## config.mk

```make
export PLATFORM = sky130hd
export DESIGN_NAME = mem_frame_arbiter
export DESIGN_NICKNAME = d
export VERILOG_FILES = /design/src/rtl/mem_frame_arbiter.sv
export SDC_FILE = /design/constraint.sdc
export NUM_CORES = 1
export LEC_CHECK = 0
export ABC_AREA = 1
export ABC_CLOCK_PERIOD_IN_PS = 4450
export CAP_MARGIN = 5
export CORE_MARGIN = 4
export CORE_UTILIZATION = 39
export DETAILED_ROUTE_END_ITERATION = 8
export PLACE_DENSITY = 0.88
export SLEW_MARGIN = 20
export SYNTH_ARGS = -nofsm -noshare
export SYNTH_HDL_FRONTEND = slang
export SYNTH_SLANG_ARGS = --single-unit
```

## constraint.sdc

```tcl
create_clock -name clk -period 4.45 [get_ports clk]
set_input_delay 0.6675 -clock clk [delete_from_list [all_inputs] [get_ports clk]]
set_output_delay 0.6675 -clock clk [all_outputs]
set_load 0.01 [all_outputs]
```

## src/rtl/mem_frame_arbiter.sv

```systemverilog
// Merges the AXI write-frame and read-frame streams into one registered frame stream.
// Round-robin at frame granularity; a grant stays locked from first beat to eof.
module mem_frame_arbiter #(
    parameter int FRAME_WIDTH = 97,
    parameter int SOF_BIT     = 87,
    parameter int EOF_BIT     = 88,
    parameter int RW_BIT      = 86
) (
    input  logic                   clk,
    input  logic                   rst,
    input  logic                   axi2arb_wframe_valid,
    output logic                   axi2arb_wframe_ready,
    input  logic [FRAME_WIDTH-1:0] axi2arb_wframe_data,
    input  logic                   axi2arb_rframe_valid,
    output logic                   axi2arb_rframe_ready,
    input  logic [FRAME_WIDTH-1:0] axi2arb_rframe_data,
    output logic                   arb2array_frame_valid,
    input  logic                   arb2array_frame_ready,
    output logic [FRAME_WIDTH-1:0] arb2array_frame_data,
    output logic                   arb_busy,
    output logic                   arb_sof_err
);

    typedef enum logic [1:0] {IDLE, GNT_W, GNT_R} state_t;

    state_t                 r_state;
    state_t                 w_state_nxt;
    logic                   r_rr_pri;
    logic                   r_out_valid;
    logic [FRAME_WIDTH-1:0] r_out_data;
    logic [10:0]            r_beat_cnt;
    logic                   r_sof_err;

    logic                   w_grant_w;
    logic                   w_grant_r;
    logic                   w_out_ready_int;
    logic                   w_accept;
    logic [FRAME_WIDTH-1:0] w_in_data;
    logic                   w_eof;
    logic                   w_sof;

    // In IDLE the grant is combinational so a waiting source is taken the same cycle.
    always_comb begin
        w_grant_w = 1'b0;
        w_grant_r = 1'b0;
        case (r_state)
            IDLE: begin
                if (axi2arb_wframe_valid && (!axi2arb_rframe_valid || !r_rr_pri))
                    w_grant_w = 1'b1;
                else if (axi2arb_rframe_valid)
                    w_grant_r = 1'b1;
            end
            GNT_W:   w_grant_w = 1'b1;
            GNT_R:   w_grant_r = 1'b1;
            default: ;
        endcase
    end

    assign w_out_ready_int = ~r_out_valid | arb2array_frame_ready;
    assign w_in_data       = w_grant_r ? axi2arb_rframe_data : axi2arb_wframe_data;
    assign w_eof           = w_in_data[EOF_BIT];
    assign w_sof           = w_in_data[SOF_BIT];
    assign w_accept        = ((w_grant_w & axi2arb_wframe_valid) |
                              (w_grant_r & axi2arb_rframe_valid)) & w_out_ready_int;

    always_comb begin
        w_state_nxt = r_state;
        case (r_state)
            IDLE: begin
                if (w_accept && !w_eof)
                    w_state_nxt = w_grant_w ? GNT_W : GNT_R;
            end
            GNT_W, GNT_R: begin
                if (w_accept && w_eof)
                    w_state_nxt = IDLE;
            end
            default: w_state_nxt = IDLE;
        endcase
    end

    always_ff @(posedge clk or posedge rst) begin
        if (rst) begin
            r_state     <= IDLE;
            r_rr_pri    <= 1'b0;
            r_out_valid <= 1'b0;
            r_out_data  <= '0;
            r_beat_cnt  <= '0;
            r_sof_err   <= 1'b0;
        end else begin
            r_state   <= w_state_nxt;
            r_sof_err <= w_accept && (r_state != IDLE) && w_sof && (r_beat_cnt != 11'd0);
            if (w_out_ready_int) begin
                r_out_valid <= w_accept;
                if (w_accept)
                    r_out_data <= w_in_data;
            end
            if (w_accept) begin
                r_beat_cnt <= w_eof ? 11'd0 : r_beat_cnt + 11'd1;
                // Frame done: hand priority to the source that was not just served.
                if (w_eof)
                    r_rr_pri <= w_grant_w;
            end
        end
    end

    // Readies are combinational, so gate them off while reset is held.
    assign axi2arb_wframe_ready  = w_grant_w & w_out_ready_int & ~rst;
    assign axi2arb_rframe_ready  = w_grant_r & w_out_ready_int & ~rst;
    assign arb2array_frame_valid = r_out_valid;
    assign arb2array_frame_data  = r_out_data;
    assign arb_busy              = (r_state != IDLE);
    assign arb_sof_err           = r_sof_err;

endmodule

```

==> out/metrics.yaml <==
status: "finished, final reports clean"
finalClockSkew_ps: 8.81
vias_per_cell: 4.99
finalMaxSlewViolations: 0
cp_slowest_cell: "clkdlybuf4s50_1"
pre_cts_slack_ps: 1270
start_kind: "input pin"
syn_inst: 668
grt_usage_pct: 22.7
wl_per_cell_um: 16.0
hold_path_class: "reg -> reg"
grt_pass1_vias: 5466
rsz0062_at_grt: "false"
finalSetupTns_ps: 0
cts_max_path_buffers: 2
mostFrequentLayoutCells: "clkdlybuf4s50_1, nand2_1, dfrtp_1, nor2_1, a31oi_1"
syn-mean-instance-area_um2: 8.01
ys_seq_elements: 113
netlist_area_um2: 5350
port_buffers: 300
cts_resized: 0
die-width_um: 125
slowest_delay_ps: 540
cap_violations: 0
synth_cell_type_count: 23
grt_max_degree: 97
fin_crit_sh_pct: 70.6
cp_num_buf_inv: 3
hpwl_um: 13300
peakVddDrop_uv: 423
crit_path_end_kind: "output pin"
yosysWarnings: 0
hold_viol: 0
worstPathCellList: "clkdlybuf4s50_1, nand2_1, nand2_1, nand2_2, nand2_4, inv_2, nor2_1, clkdlybuf4s50_1"
initial_core_util_pct: 40.1
clkLatencyLatePin_ps: 410
cts-root-buf: "clkbuf_16"
synth_nets: 872
overflow: 0
worstPathMaxFanout: 47
antenna_found_initial: 0
total_power_mw: 6.10
place_congestion: 0.831
relSlewSlack_pct: 31.6
drtIter0Drc: 344
min_period_ps: 3140
die_h_um: 125
required_ps: 3780
vias: 5676
fp.dieArea_um2: 15700
cts_tree: "done"
power_density_nw_per_um2: 678
grt_first_pass_wirelength_um: 28000
ant_nets: 0
htree_levels: 4
layout_setup_ws_ps: 1310
core_area_um2: 13300
drtPass1Iterations: 5
post_cts_buffers: 0
max_freq_ghz: 0.318
clkTransAtPathRegs_ps: 50
fin_nets: 1155
rows: 42
crit_type: "in -> out"
layout_commonest_cell: "clkdlybuf4s50_1"
ios: 301
drc: 0
drive_above_1_share_pct: 4.05
critical_path_arrival_ps: 2470
syn_to_final_growth_pct: 68.0
diodes: 0
clock_sinks: 113
p_leak_nw: 3.82
worst_slew_pin_slew_ps: 1030
cp_top_family: "buffers and inverters"
setup_viol: 0
wirelength_um: 18200
cts_buffers: 17
ctsHoldBuffers: 0
seq_area_frac_synth_pct: 52.9
## worst register-to-register path: cells and delay by family, from the launching register on
kind,cells,cell delay [ps]
AOI/OAI and AO/OA,1,220
buffers and inverters,4,1030
adders and majority gates,1,270
DFF,1,370
and+or+nand+nor,4,660
## metrics by stage
step / area [µm²] / hold WS, ps / utilization (%) / instances
final: 8990 / 469 / 67.3 / 1138
after detailed placement: 8450 / 460 / 63.3 / 1108
after floorplan: 5350 / 453 / - / 668
after global placement: 8450 / 456 / 63.3 / 1108
after global routing: 8990 / 487 / 67.3 / 1138
after CTS: 8990 / 472 / 67.3 / 1138
## cells by family after synthesis
logic type / synth area share, %
DFF: 52.9
buffers and inverters: 5.43
adders and majority gates: 1.17
xor gates and xnor gates: 1.15
AOI/OAI and AO/OA: 12.6
and+or+nand+nor: 26.8
## cell type report
| cell class | count | area [µm²] |
|---|---|---|
| repair buffers | 307 | 3080 |
| multi-input cells | 489 | 2230 |
| flip-flops and latches | 113 | 2830 |
| clock inverters | 7 | 60.1 |
| inverters | 23 | 88.8 |
| well taps | 176 | 220 |
| fillers | 1041 | 4360 |
| clock buffers | 23 | 478 |
## cell usage after synthesis
cell      count  area share [%]
nand2_1     233              16
dfrtp_1     113              53
nor2_1      110             7.7
a31oi_1      95              11
inv_1        22             1.5
buf_2        19             1.8
clkbuf_1     18             1.3
nand3_1      16             1.5
o21ai_0      11             1.0
buf_4         5            0.70
ha_1          5             1.2
xor2_1        5            0.82
nand4_1       3            0.35
nor3_1        3            0.28
xnor2_1       2            0.33
a21oi_4       1            0.30
buf_1         1           0.070
inv_2         1           0.070
nand2_2       1            0.12
nand2_4       1            0.21
nand3b_1      1            0.14
nor3b_1       1            0.14
o31ai_1       1            0.14
## routing by layer
metal  global-route usage [%]  vias to the layer above  part of all wire, %
li1                         -                     2762                    -
met1                     25.8                     2573                   38
met2                     37.5                      294                   48
met3                     8.10                       47                  9.8
met4                     11.8                        0                  3.9
met5                        0                        -                    0
## path summary, 6_finish.rpt
path	from	end	slack [ps]	cells past startpoint
min in group asynchronous	rst	arb2array_frame_data[33]	560	2
setup reg to reg	r_state[0]	arb2array_frame_data[38]	1800	10
hold reg to reg	arb2array_frame_data[88]	arb2array_frame_data[88]	470	2
hold / removal	arb2array_frame_data[88]	arb2array_frame_data[88]	470	2
setup / recovery	axi2arb_rframe_valid	axi2arb_rframe_ready	1310	8
max in group asynchronous	rst	arb2array_frame_data[72]	2840	3
## report_power, final
group / leakage (nW) / switching, mW / internal [mW]
clock network: 0.272 / 0.440 / 0.797
registers: 1.30 / 0.281 / 1.52
logic: 2.25 / 1.60 / 1.45
## flip-flops by register name (all words and copies together) (netlist names)
name	flops
arb2array_frame_data	97
r_beat_cnt	11
r_state	2
arb2array_frame_valid	1
arb_sof_err	1
r_rr_pri	1
No activity file was read; power rests on OpenSTA's default activity.
